--- src/rtl/mips_pkg.sv ---
// Shared encodings for the multicycle MIPS control path: opcodes, mux selects,
// ALU operation classes and the controller state enumeration.
package mips_pkg;

    localparam logic [5:0] OP_R    = 6'b000000;
    localparam logic [5:0] OP_LW   = 6'b100011;
    localparam logic [5:0] OP_SW   = 6'b101011;
    localparam logic [5:0] OP_BEQ  = 6'b000100;
    localparam logic [5:0] OP_BNE  = 6'b000101;
    localparam logic [5:0] OP_J    = 6'b000010;
    localparam logic [5:0] OP_ADDI = 6'b001000;

    localparam logic [1:0] ALU_ADD   = 2'b00;
    localparam logic [1:0] ALU_SUB   = 2'b01;
    localparam logic [1:0] ALU_FUNCT = 2'b10;

    localparam logic [1:0] SRCB_B       = 2'b00;
    localparam logic [1:0] SRCB_FOUR    = 2'b01;
    localparam logic [1:0] SRCB_IMM     = 2'b10;
    localparam logic [1:0] SRCB_IMM_SL2 = 2'b11;

    localparam logic [1:0] PCSRC_ALU    = 2'b00;
    localparam logic [1:0] PCSRC_ALUOUT = 2'b01;
    localparam logic [1:0] PCSRC_JUMP   = 2'b10;

    typedef enum logic [3:0] {
        S_IDLE   = 4'd0,
        S_FETCH  = 4'd1,
        S_DECODE = 4'd2,
        S_MEMADR = 4'd3,
        S_MEMRD  = 4'd4,
        S_MEMWB  = 4'd5,
        S_MEMWR  = 4'd6,
        S_REX    = 4'd7,
        S_RWB    = 4'd8,
        S_AEX    = 4'd9,
        S_AWB    = 4'd10,
        S_BR     = 4'd11,
        S_JMP    = 4'd12,
        S_HALT   = 4'd13
    } state_t;

endpackage

--- src/rtl/mips_multicycle_ctrl_if.sv ---
// Control/status bundle between the multicycle controller (master) and the
// datapath (slave).
interface mips_multicycle_ctrl_if #(parameter int CNT_W = 16);

    logic             run;
    logic [5:0]       opcode;
    logic             zero;
    logic             mem_ready;

    logic             pc_en;
    logic             iord;
    logic             mem_read;
    logic             mem_write;
    logic             ir_write;
    logic             mem_to_reg;
    logic             reg_dst;
    logic             reg_write;
    logic             alu_src_a;
    logic [1:0]       alu_src_b;
    logic [1:0]       alu_op;
    logic [1:0]       pc_source;
    logic             branch_ne;
    logic             retire;
    logic             halted;
    logic [CNT_W-1:0] instr_count;

    modport master (
        input  run, opcode, zero, mem_ready,
        output pc_en, iord, mem_read, mem_write, ir_write, mem_to_reg,
               reg_dst, reg_write, alu_src_a, alu_src_b, alu_op, pc_source,
               branch_ne, retire, halted, instr_count
    );

    modport slave (
        output run, opcode, zero, mem_ready,
        input  pc_en, iord, mem_read, mem_write, ir_write, mem_to_reg,
               reg_dst, reg_write, alu_src_a, alu_src_b, alu_op, pc_source,
               branch_ne, retire, halted, instr_count
    );

endinterface

--- src/rtl/mips_multicycle_ctrl.sv ---
// Multicycle MIPS controller: sequences fetch/decode/execute/memory/writeback,
// waits on the memory ready handshake and counts retired instructions.
module mips_multicycle_ctrl
    import mips_pkg::*;
#(
    parameter int CNT_W    = 16,
    parameter bit HALT_ILL = 1'b1
) (
    input  logic                  clk,
    input  logic                  reset,
    mips_multicycle_ctrl_if.master bus
);

    state_t           state_r;
    state_t           state_s;
    logic [CNT_W-1:0] count_r;
    logic             pc_write_s;
    logic             pc_write_cond_s;
    logic             branch_ne_s;
    logic             retire_s;

    // State and retired-instruction counter registers.
    always_ff @(posedge clk or posedge reset) begin
        if (reset) begin
            state_r <= S_IDLE;
            count_r <= {CNT_W{1'b0}};
        end else begin
            state_r <= state_s;
            if (retire_s) begin
                count_r <= count_r + {{(CNT_W-1){1'b0}}, 1'b1};
            end else begin
                count_r <= count_r;
            end
        end
    end

    // Next-state decode and datapath control; IDLE/HALT/reset leave everything low.
    always_comb begin
        state_s         = state_r;
        pc_write_s      = 1'b0;
        pc_write_cond_s = 1'b0;
        branch_ne_s     = 1'b0;
        retire_s        = 1'b0;
        bus.iord        = 1'b0;
        bus.mem_read    = 1'b0;
        bus.mem_write   = 1'b0;
        bus.ir_write    = 1'b0;
        bus.mem_to_reg  = 1'b0;
        bus.reg_dst     = 1'b0;
        bus.reg_write   = 1'b0;
        bus.alu_src_a   = 1'b0;
        bus.alu_src_b   = SRCB_B;
        bus.alu_op      = ALU_ADD;
        bus.pc_source   = PCSRC_ALU;
        bus.halted      = 1'b0;

        case (state_r)
            S_IDLE: state_s = S_FETCH;
            S_FETCH: begin
                if (bus.run) begin
                    bus.mem_read  = 1'b1;
                    bus.alu_src_b = SRCB_FOUR;
                    // IR load and PC+4 happen only in the cycle memory delivers the word.
                    if (bus.mem_ready) begin
                        bus.ir_write = 1'b1;
                        pc_write_s   = 1'b1;
                        state_s      = S_DECODE;
                    end else begin
                        state_s = S_FETCH;
                    end
                end else begin
                    state_s = S_FETCH;
                end
            end
            S_DECODE: begin
                bus.alu_src_b = SRCB_IMM_SL2;
                case (bus.opcode)
                    OP_LW, OP_SW:    state_s = S_MEMADR;
                    OP_R:            state_s = S_REX;
                    OP_ADDI:         state_s = S_AEX;
                    OP_BEQ, OP_BNE:  state_s = S_BR;
                    OP_J:            state_s = S_JMP;
                    default: begin
                        if (HALT_ILL) begin
                            state_s = S_HALT;
                        end else begin
                            retire_s = 1'b1;
                            state_s  = S_FETCH;
                        end
                    end
                endcase
            end
            S_MEMADR: begin
                bus.alu_src_a = 1'b1;
                bus.alu_src_b = SRCB_IMM;
                if (bus.opcode == OP_SW) begin
                    state_s = S_MEMWR;
                end else begin
                    state_s = S_MEMRD;
                end
            end
            S_MEMRD: begin
                bus.mem_read = 1'b1;
                bus.iord     = 1'b1;
                if (bus.mem_ready) begin
                    state_s = S_MEMWB;
                end else begin
                    state_s = S_MEMRD;
                end
            end
            S_MEMWB: begin
                bus.reg_write  = 1'b1;
                bus.mem_to_reg = 1'b1;
                retire_s       = 1'b1;
                state_s        = S_FETCH;
            end
            S_MEMWR: begin
                bus.mem_write = 1'b1;
                bus.iord      = 1'b1;
                if (bus.mem_ready) begin
                    retire_s = 1'b1;
                    state_s  = S_FETCH;
                end else begin
                    state_s = S_MEMWR;
                end
            end
            S_REX: begin
                bus.alu_src_a = 1'b1;
                bus.alu_op    = ALU_FUNCT;
                state_s       = S_RWB;
            end
            S_RWB: begin
                bus.reg_write = 1'b1;
                bus.reg_dst   = 1'b1;
                retire_s      = 1'b1;
                state_s       = S_FETCH;
            end
            S_AEX: begin
                bus.alu_src_a = 1'b1;
                bus.alu_src_b = SRCB_IMM;
                state_s       = S_AWB;
            end
            S_AWB: begin
                bus.reg_write = 1'b1;
                retire_s      = 1'b1;
                state_s       = S_FETCH;
            end
            S_BR: begin
                bus.alu_src_a   = 1'b1;
                bus.alu_op      = ALU_SUB;
                bus.pc_source   = PCSRC_ALUOUT;
                pc_write_cond_s = 1'b1;
                branch_ne_s     = (bus.opcode == OP_BNE);
                retire_s        = 1'b1;
                state_s         = S_FETCH;
            end
            S_JMP: begin
                bus.pc_source = PCSRC_JUMP;
                pc_write_s    = 1'b1;
                retire_s      = 1'b1;
                state_s       = S_FETCH;
            end
            S_HALT: begin
                bus.halted = 1'b1;
                state_s    = S_HALT;
            end
            default: state_s = S_IDLE;
        endcase

        bus.pc_en     = pc_write_s | (pc_write_cond_s & (bus.zero ^ branch_ne_s));
        bus.branch_ne = branch_ne_s;
        bus.retire    = retire_s;
    end

    assign bus.instr_count = count_r;

endmodule

--- src/flat_wrapper.sv ---
// flat-port wrapper written by rule: the top's interface ports become plain ports
module mips_multicycle_ctrl_flat import mips_pkg::*;
#(
    parameter int CNT_W    = 16,
    parameter bit HALT_ILL = 1'b1
)
  (clk, reset, bus_run, bus_opcode, bus_zero, bus_mem_ready, bus_pc_en, bus_iord, bus_mem_read, bus_mem_write, bus_ir_write, bus_mem_to_reg, bus_reg_dst, bus_reg_write, bus_alu_src_a, bus_alu_src_b, bus_alu_op, bus_pc_source, bus_branch_ne, bus_retire, bus_halted, bus_instr_count);
  mips_multicycle_ctrl_if #(.CNT_W(CNT_W)) bus_i ();
  input  logic clk;
  input  logic reset;
  input wire logic [$bits(bus_i.run)-1:0] bus_run;
  input wire logic [$bits(bus_i.opcode)-1:0] bus_opcode;
  input wire logic [$bits(bus_i.zero)-1:0] bus_zero;
  input wire logic [$bits(bus_i.mem_ready)-1:0] bus_mem_ready;
  output wire logic [$bits(bus_i.pc_en)-1:0] bus_pc_en;
  output wire logic [$bits(bus_i.iord)-1:0] bus_iord;
  output wire logic [$bits(bus_i.mem_read)-1:0] bus_mem_read;
  output wire logic [$bits(bus_i.mem_write)-1:0] bus_mem_write;
  output wire logic [$bits(bus_i.ir_write)-1:0] bus_ir_write;
  output wire logic [$bits(bus_i.mem_to_reg)-1:0] bus_mem_to_reg;
  output wire logic [$bits(bus_i.reg_dst)-1:0] bus_reg_dst;
  output wire logic [$bits(bus_i.reg_write)-1:0] bus_reg_write;
  output wire logic [$bits(bus_i.alu_src_a)-1:0] bus_alu_src_a;
  output wire logic [$bits(bus_i.alu_src_b)-1:0] bus_alu_src_b;
  output wire logic [$bits(bus_i.alu_op)-1:0] bus_alu_op;
  output wire logic [$bits(bus_i.pc_source)-1:0] bus_pc_source;
  output wire logic [$bits(bus_i.branch_ne)-1:0] bus_branch_ne;
  output wire logic [$bits(bus_i.retire)-1:0] bus_retire;
  output wire logic [$bits(bus_i.halted)-1:0] bus_halted;
  output wire logic [$bits(bus_i.instr_count)-1:0] bus_instr_count;
  assign bus_i.run = bus_run;
  assign bus_i.opcode = bus_opcode;
  assign bus_i.zero = bus_zero;
  assign bus_i.mem_ready = bus_mem_ready;
  assign bus_pc_en = bus_i.pc_en;
  assign bus_iord = bus_i.iord;
  assign bus_mem_read = bus_i.mem_read;
  assign bus_mem_write = bus_i.mem_write;
  assign bus_ir_write = bus_i.ir_write;
  assign bus_mem_to_reg = bus_i.mem_to_reg;
  assign bus_reg_dst = bus_i.reg_dst;
  assign bus_reg_write = bus_i.reg_write;
  assign bus_alu_src_a = bus_i.alu_src_a;
  assign bus_alu_src_b = bus_i.alu_src_b;
  assign bus_alu_op = bus_i.alu_op;
  assign bus_pc_source = bus_i.pc_source;
  assign bus_branch_ne = bus_i.branch_ne;
  assign bus_retire = bus_i.retire;
  assign bus_halted = bus_i.halted;
  assign bus_instr_count = bus_i.instr_count;
  mips_multicycle_ctrl #(.CNT_W(CNT_W), .HALT_ILL(HALT_ILL)) u_core (.clk(clk), .reset(reset), .bus(bus_i));
endmodule
--- config.mk ---
export PLATFORM = sky130hd
export DESIGN_NAME = mips_multicycle_ctrl_flat
export DESIGN_NICKNAME = d
export VERILOG_FILES = /design/src/rtl/mips_pkg.sv /design/src/rtl/mips_multicycle_ctrl_if.sv /design/src/rtl/mips_multicycle_ctrl.sv /design/src/flat_wrapper.sv
export SDC_FILE = /design/constraint.sdc
export NUM_CORES = 1
export LEC_CHECK = 0
export CORE_MARGIN = 1.5
export CORE_UTILIZATION = 45
export CTS_CLUSTER_DIAMETER = 50
export DETAILED_ROUTE_END_ITERATION = 7
export PLACE_DENSITY_LB_ADDON = 0.15
export SLEW_MARGIN = 20
export SYNTH_ARGS = -nofsm -noshare
export SYNTH_HDL_FRONTEND = slang
export SYNTH_SLANG_ARGS = --single-unit
export TNS_END_PERCENT = 50
--- constraint.sdc ---
create_clock -name clk -period 3.1 [get_ports clk]
set_clock_uncertainty 0.2 [all_clocks]
set_input_delay 0.62 -clock clk [delete_from_list [all_inputs] [get_ports clk]]
set_output_delay 0.62 -clock clk [all_outputs]
set_load 0.02 [all_outputs]
* After elaboration in Yosys (flattened, before gate mapping)
Index checks and enable logic that the tools add are counted.
** Storage, ports and cells
- Bits in registers :: 20
- Input bits :: 11
- Output and inout bits :: 34
- Logic and storage cells :: 62
** Operators by class
- Add/sub/neg operators :: 1
- Equal/unequal tests :: 19
- Multiplexer cells :: 27
- Bitwise logic cells :: 3
- Reductions and logical operators :: 10
** Operator list (number)
- 4-bit one-hot mux with 9 select lines :: 1
- 4-bit == test, second input constant :: 6
- 4-bit one-hot mux with 5 select lines :: 1
- 16-bit by 1-bit adder with 16-bit output, second input constant :: 1
- 4-bit by 3-bit == test with 1-bit output, second input constant :: 4
- 1-bit 2-to-1 mux :: 15
- 6-bit by 3-bit == test with 1-bit output, second input constant :: 2
- 6-bit == test, second input constant :: 2
- 4-bit by 2-bit == test with 1-bit output, second input constant :: 2
- 2-bit one-hot mux with 2 select lines :: 2
- 2-bit OR reduction :: 4
- 6-bit by 2-bit == test with 1-bit output, second input constant :: 1
- 6-bit by 4-bit == test with 1-bit output, second input constant :: 1
- 6-bit logical NOT :: 1
- 2-bit 2-to-1 mux :: 3
- 1-bit one-hot mux with 2 select lines :: 3
- 2-bit one-hot mux with 3 select lines :: 1
- 6-bit OR reduction :: 1
- 5-bit OR reduction :: 1
- 4-bit by 1-bit == test with 1-bit output, second input constant :: 1
- 4-bit logical NOT :: 1
- 4-bit OR reduction :: 1
- 3-bit 2-to-1 mux :: 1
- 3-bit OR reduction :: 1
- 3 further kinds :: 3

* Depth between registers and ports, before layout
Gate-level depths: netlist of run 1.
- Depth in word-level cells :: 5
- Gate-level depth with buffers :: 7
- Mapped depth without buffers :: 6

* Worst setup path before layout of run 1
No wires, ideal clock.
- Kind :: register -> output
- Start :: reg u_core.state_r[0]
- End :: out bus_pc_en
- Arrival :: 1578 ps
- Required time :: 2280 ps
- Setup slack :: 702 ps
- Cell stages (with the launch flop) :: 5
- Buffers on the path :: 1
- Cells stage by stage :: dfrtp_1 clkbuf_1 nand2b_1 o32a_1 o21ai_0
** On the way
- Longest elaborated chain between the ends :: 5
- Elaborated cells on any way between the ends :: 9
- Those cells by class :: 3 x eq/ne; 3 x mux; 3 x bitwise
** RTL lines
- start: declaration :: RTL line mips_multicycle_ctrl.sv:14 : state_t state_r;
- start signal: assignment :: RTL line mips_multicycle_ctrl.sv:28 : state_r <= state_s;
- 4-bit == test :: RTL line mips_multicycle_ctrl.sv:57 : case (state_r)
- 1-bit 2-to-1 mux :: RTL line mips_multicycle_ctrl.sv:57
- 1-bit XOR :: RTL line mips_multicycle_ctrl.sv:170 : bus.pc_en = pc_write_s | (pc_write_cond_s & (bus.zero ^ branch_ne_s));
- 1-bit bitwise AND :: RTL line mips_multicycle_ctrl.sv:170
- 1-bit OR * :: RTL line mips_multicycle_ctrl.sv:170
- end: declaration :: RTL line flat_wrapper.sv:15 : output wire logic [$bits(bus_i.pc_en)-1:0] bus_pc_en;
Every way passes the cells marked *; elsewhere a longest branch is shown, timed or not.

* Worst setup path after layout of run 1
- Start :: in bus_run
- End :: out bus_ir_write
** On the way
- Longest elaborated chain between the ends :: 2
** RTL lines
- start: declaration :: RTL line flat_wrapper.sv:11 : input wire logic [$bits(bus_i.run)-1:0] bus_run;
- 1-bit 2-to-1 mux :: RTL line mips_multicycle_ctrl.sv:60 : if (bus.run) begin
- 1-bit 2-to-1 mux :: RTL line mips_multicycle_ctrl.sv:57
- end: declaration :: RTL line flat_wrapper.sv:19 : output wire logic [$bits(bus_i.ir_write)-1:0] bus_ir_write;
Every way passes these cells.

==> results.py, run 1 <==
metrics = {
    "clock_tree": {
        "cts_hold_buf": 0,
        "tritoncts_num_sinks": 20,
        "clk_pin_slew_worst_setup_hold_paths_ps": 110,
        "cts_inserted_buffers": 3,
        "cts_max_level": 1,
        "worst_skew_pair.late_latency_ps": 300,
        "maximum_count_of_clock_buffers_along_a_single_path": 2,
        "root_buffer": "clkbuf_4",
        "tritoncts_clock_tree": "built",
        "buffer_count_from_post_cts_setup_fixing": 0,
    },
    "drt": {
        "route.detailed.drc": 0,
        "route.antenna.remaining_nets": 0,
        "routedWlPerCell_um": 13.9,
        "vias": 1369,
        "via_to_cell_ratio": 5.70,
        "routed_wirelength_um": 3340,
        "drt_pre_antenna_iters": 4,
        "drtIter0Drc": 58,
    },
    "worst_setup_path": {
        "path_buf_inv": 3,
        "critPathArrivalTime_ps": 2180,
        "worst_path_dominant_cell_family": "buffers and inverters",
        "crit_path_end_kind": "output pin",
        "timing.critical_path.slowest_cell_delay_ps": 660,
        "cp_common_cell": "clkdlybuf4s50_1",
        "critPathSlowestCell": "clkdlybuf4s50_1",
        "required_ps": 2280,
        "critPathLaunchType": "input pin",
        "critical_path_peak_fanout": 2,
        "path_class": "in2out",
        "cp_cell_sequence": "clkdlybuf4s50_1 -> nand2_1 -> buf_4 -> nor4_1 -> clkdlybuf4s50_1",
    },
    "grt": {
        "all_layer_gr_usage": 0.206,
        "grt_pass1_vias": 1196,
        "initial_antenna_violation_count": 0,
        "largest_net_degree_at_the_start_of_global_routing": 21,
        "wire_length_of_the_first_global_routing_pass_um": 5400,
        "gr-total-overflow": 0,
    },
    "synthesis": {
        "synth.avg_cell_area_um2": 8.55,
        "most_used_flip_flop_cell_after_synthesis": "dfrtp_1",
        "synth.cell_area_um2": 1330,
        "synth_seq_cells": 20,
        "yosys_warnings": 0,
        "number_of_nets_in_the_synthesized_netlist": 168,
        "ys_async_sr_fraction": 1.00,
        "yosysUniqueCellTypes": 39,
        "synth.yosys.seq_area_share": 0.375,
        "synth_edf_count": 0,
        "synth_cells": 156,
    },
    "run": {
        "drv.max_cap_violation_count": 0,
    },
    "die": {
        "die_area_um2": 3300,
        "floorplan.core_area_um2": 2780,
        "die_y_um": 57.4,
        "die_x_um": 57.4,
        "rows": 19,
        "initial_core_utilization": 0.480,
        "top_level_ports": 45,
    },
    "finish": {
        "fin_util": 0.686,
        "antennaDiodeCount": 0,
        "drive_gt1_frac": 0.120,
        "areaGrowthSynthToFinish_pct": 43.1,
        "finalNetCount": 222,
        "layout.cells.non_filler": 240,
    },
    "hold_path": {
        "timing.hold.worst.class": "reg2reg",
    },
    "placement": {
        "gpl_congestion": 0.863,
        "dp.cells": 236,
        "dp_hpwl_um": 2450,
        "io_buffers": 44,
    },
    "pwr": {
        "power.ir.vdd_worst_v": 0.000700,
        "powerDensity_nw_per_um2": 878,
        "fin_total_pwr_mw": 1.68,
        "leakagePower_nw": 0.752,
    },
    "timing": {
        "finalHoldViolCount": 0,
        "number_of_setup_violations_in_the_final_report": 0,
        "timing.final.crit_period_ps": 3000,
        "final_max_slew_viol_count": 0,
        "worst_slew_pin_slew_ps": 748,
        "unrepaired_setup_endpoints_after_global_routing": "false",
        "min_period_over_period": 0.967,
        "timing.slew.headroom": 0.500,
        "fmax_ghz": 0.333,
    },
    "outcome": {
        "run_status": "complete, no violations",
    },
}
[kinds of logic (layout without fill, tap and decap cells)]
group | Yosys count | in the layout | synth area share
AOI/OAI and AO/OA | 27 | 27 | 0.127
xor gates and xnor gates | 16 | 16 | 0.105
adders and majority gates | 1 | 1 | 0.00938
DFF | 20 | 20 | 0.375
and+or+nand+nor | 78 | 78 | 0.335
buffers and inverters | 14 | 67 | 0.0488
[synthesized netlist by cell type (2+ instances only)]
cell type / instances / share of area
dfrtp_1: 20 / 0.38
nand2_1: 16 / 0.045
nor3_1: 16 / 0.060
nor2_1: 14 / 0.039
xor2_1: 11 / 0.072
a21oi_1: 8 / 0.030
nand2b_1: 7 / 0.033
o21ai_0: 7 / 0.026
inv_1: 6 / 0.017
nand4_1: 5 / 0.023
nor4_1: 5 / 0.023
xnor2_1: 5 / 0.033
clkbuf_1: 4 / 0.011
nand3_1: 3 / 0.011
a211oi_1: 2 / 0.011
nor2b_1: 2 / 0.0094
nor4_4: 2 / 0.032
o32a_1: 2 / 0.015
[final timing paths]
path / cells past startpoint / startpoint / slack (ps) / endpoint
worst max-delay path: 5 / bus_run / 100 / bus_ir_write
worst min register to register: 1 / u_core.bus.instr_count[15] / 270 / u_core.bus.instr_count[15]
min in group asynchronous: 2 / reset / 530 / u_core.bus.instr_count[15]
worst min-delay path: 1 / u_core.bus.instr_count[15] / 270 / u_core.bus.instr_count[15]
worst max register to register: 5 / u_core.state_r[3] / 960 / u_core.bus.instr_count[15]
max in group asynchronous: 2 / reset / 1650 / u_core.state_r[0]
[cell usage in the layout, fill, tap and decap left out, types with 2 or more instances in the layout]
cell and instances:
a211oi_1 2, a21oi_1 8, buf_4 13, clkbuf_4 3
clkdlybuf4s50_1 41, dfrtp_1 18, dfrtp_2 2, inv_1 6
nand2_1 16, nand2b_1 7, nand3_1 3, nand4_1 5
nor2_1 14, nor2b_1 2, nor3_1 16, nor4_1 5
nor4_4 2, o21ai_0 7, o32a_1 2, xnor2_1 5
xor2_1 11
[worst register-to-register path: cells and delay by family, from the launching register on]
family	cells	cell delay, ps
AOI/OAI and AO/OA	1	310
xor gates and xnor gates	1	180
buffers and inverters	1	200
DFF	1	570
and+or+nand+nor	2	620
[layout make-up]
class                      instances  area, um2
clock buffer                       4       36.3
fill                             209        873
inverter                           6       22.5
multi-input combinational        122        768
sequential                        20        503
tap                               31       38.8
timing repair buffer              57        539
[state kept, by name (all words and copies together) (netlist names)]
name                    count
u_core.bus.instr_count     16
u_core.state_r              4
[report_power, final]
part	switching [mW]	internal (mW)	total (mW)
logic	0.541	0.451	0.992
clock network	0.0807	0.0717	0.152
registers	0.186	0.345	0.531
total	0.808	0.868	1.68
[through the flow]
stage               setup slack, ps  TNS [ps]  area [um2]  hold WS [ps]
floorplan                       702         0        1330           378
global placement              -73.7     -73.7        1870           256
detailed placement             -157      -176        1870           265
CTS                            43.3         0        1900           283
global route                   7.65         0        1910           295
finish                          101         0        1910           274
[timing repair]
item	4_1_cts	5_1_grt
pin swaps	0	0
gates resized for setup	4	2
setup endpoints to repair	4	2
[routing by layer]
| layer | routed length (um) | global-route usage |
|---|---|---|
| met5 | 0 | 0 |
| met2 | 1570 | 0.331 |
| met1 | 1560 | 0.290 |
| met4 | 22 | 0.0399 |
| met3 | 176 | 0.0431 |
(Power assumes the default switching activity.)
==> run 2: changes to the inputs <==
CELL_PAD_IN_SITES_DETAIL_PLACEMENT = 0   (was not set)
CELL_PAD_IN_SITES_GLOBAL_PLACEMENT = 2   (was not set)
CORE_UTILIZATION = 26   (was 45)
SETUP_SLACK_MARGIN = 0.05   (was not set)
clock period = 2.85 ns   (was 3.1 ns; I/O delays follow)
==> run 2 against run 1 <==
  * Power is 14% higher
  * Core utilization is 27 points lower
  * Final area is 6.0% higher
  * Cell count is 18% higher
  * Wire length is 10% higher
  * Non-clock buffer count is 6 higher
  * Count of clock-buffer cells in the layout stayed put
  * Critical path depth is 1 lower
  * Clock power is 42% higher
  * Flip-flop and latch count stayed put
  * Register-to-register slack worse by 230 ps
  * Hold slack worse by 2.5 ps
  * Highest routed layer unchanged
==> results.py, run 2 (synthesis gave the netlist of run 1 again) <==
metrics = {
    "timing": {
        "number_of_setup_violations_in_the_final_report": 0,
        "worst_slew_pin_slew_ps": 783,
        "fmax_ghz": 0.376,
        "layout_setup_ws_ps": 192,
        "timing.slew.headroom": 0.477,
        "finalHoldViolCount": 0,
        "min_period_over_period": 0.933,
        "unrepaired_setup_endpoints_after_global_routing": "false",
        "worst_hold_slack_ps": 271,
        "final.setup.tns_ps": 0,
        "final_max_slew_viol_count": 0,
        "timing.final.crit_period_ps": 2660,
    },
    "clock_tree": {
        "clk_pin_slew_worst_setup_hold_paths_ps": 70,
        "tritoncts_clock_tree": "built",
        "worst_skew_pair.late_latency_ps": 260,
        "cts_inserted_buffers": 3,
        "cts_hold_buf": 0,
        "cts_max_level": 1,
        "root_buffer": "clkbuf_8",
        "maximum_count_of_clock_buffers_along_a_single_path": 2,
        "tritoncts_num_sinks": 20,
        "buffer_count_from_post_cts_setup_fixing": 0,
    },
    "drt": {
        "routed_wirelength_um": 3670,
        "route.detailed.drc": 0,
        "routedWlPerCell_um": 13.0,
        "vias": 1354,
        "drtIter0Drc": 74,
        "via_to_cell_ratio": 4.80,
        "drt_pre_antenna_iters": 4,
        "route.antenna.remaining_nets": 0,
    },
    "worst_setup_path": {
        "path_buf_inv": 2,
        "crit_path_end_kind": "output pin",
        "ff2ff_setup_slack_ps": 730,
        "path_class": "reg2out",
        "critical_path_peak_fanout": 11,
        "worst_path_dominant_cell_family": "buffers and inverters",
        "critPathArrivalTime_ps": 1890,
        "critPathLaunchType": "flip-flop",
        "cp_cell_sequence": "buf_4 -> nand2b_1 -> nor2_1 -> clkdlybuf4s50_1",
        "timing.critical_path.slowest_cell_delay_ps": 610,
        "critPathSlowestCell": "clkdlybuf4s50_1",
        "required_ps": 2080,
    },
    "die": {
        "initial_core_utilization": 0.277,
        "top_level_ports": 45,
        "rows": 25,
        "floorplan.core_area_um2": 4820,
        "die_x_um": 74.6,
        "die_y_um": 74.6,
        "die_area_um2": 5570,
    },
    "finish": {
        "final_common_cell": "clkdlybuf4s50_1",
        "antennaDiodeCount": 0,
        "filler_cell_count": 534,
        "final_cell_mix": "clkdlybuf4s50_1 (35), buf_4 (19), dfrtp_1 (17)",
        "areaGrowthSynthToFinish_pct": 51.6,
        "largest_register_ffs": 16,
        "fin_util": 0.420,
        "finalNetCount": 228,
        "drive_gt1_frac": 0.158,
        "final_design_area_no_fill_um2": 2020,
    },
    "grt": {
        "grt_pass1_vias": 1282,
        "wire_length_of_the_first_global_routing_pass_um": 6040,
        "all_layer_gr_usage": 0.141,
        "largest_net_degree_at_the_start_of_global_routing": 21,
        "gr-total-overflow": 0,
        "initial_antenna_violation_count": 0,
    },
    "run": {
        "drv.max_cap_violation_count": 0,
    },
    "placement": {
        "gpl_congestion": 0.807,
        "preCtsSetupSlack_ps": -286,
        "io_buffers": 44,
        "dpl_cell_area_um2": 1960,
        "dp_hpwl_um": 2880,
    },
    "pwr": {
        "powerDensity_nw_per_um2": 946,
        "power.ir.vdd_worst_v": 0.000376,
        "leakagePower_nw": 0.853,
    },
    "hold_path": {
        "timing.hold.worst.class": "reg2reg",
    },
    "outcome": {
        "run_status": "complete, no violations",
    },
}
-- run 2: path summary, 6_finish.rpt --
path | startpoint | endpoint | depth (start not counted)
worst max-delay path | u_core.state_r[3] | bus_mem_write | 4
worst min-delay path | u_core.bus.instr_count[15] | u_core.bus.instr_count[15] | 1
worst max register to register | u_core.state_r[2] | u_core.bus.instr_count[7] | 6
worst min register to register | u_core.bus.instr_count[15] | u_core.bus.instr_count[15] | 1
max in group asynchronous | reset | u_core.state_r[0] | 2
min in group asynchronous | reset | u_core.bus.instr_count[13] | 2
-- run 2: layout make-up --
| type | count | area (um2) | area share |
|---|---|---|---|
| Multi-Input combinational cell | 122 | 773 | 0.382 |
| Timing Repair Buffer | 63 | 583 | 0.288 |
| Sequential cell | 20 | 504 | 0.249 |
| Tap cell | 67 | 83.8 | 0.0415 |
| Clock buffer | 4 | 55.1 | 0.0272 |
| Inverter | 6 | 22.5 | 0.0111 |
-- run 2: timing repair --
item,4_1_cts,5_1_grt
endpoints found under the hold margin,0,0
gates cloned,0,0
resized for setup,11,6
endpoints found under the setup margin,8,5
-- run 2: through the flow --
stage	total power [mW]	instances
final	1.91	282
after global routing	2.05	282
after CTS	1.94	282
after detailed placement	1.73	278
after global placement	1.72	278
after floorplan	1.21	156
-- run 2: metal layers --
| metal | global-route usage | up-vias | routed length (um) |
|---|---|---|---|
| met5 | 0 | - | 0 |
| met4 | 0.0303 | 0 | 17 |
| met3 | 0.0321 | 2 | 137 |
| met2 | 0.215 | 27 | 1680 |
| met1 | 0.205 | 644 | 1840 |
| li1 | - | 681 | - |
-- run 2: worst register-to-register path, cell delays in order (launching register included) --
cell     delay (ps)
dfrtp_2         490
nor3b_4         280
nand2_1          90
a31o_2          250
buf_4           200
nor4_1          380
xor2_1          170
-- run 2: power breakdown --
| part | switching [mW] | internal, mW | leakage (nW) |
|---|---|---|---|
| logic | 0.632 | 0.518 | 0.610 |
| clock network | 0.0929 | 0.123 | 0.0288 |
| registers | 0.171 | 0.378 | 0.215 |
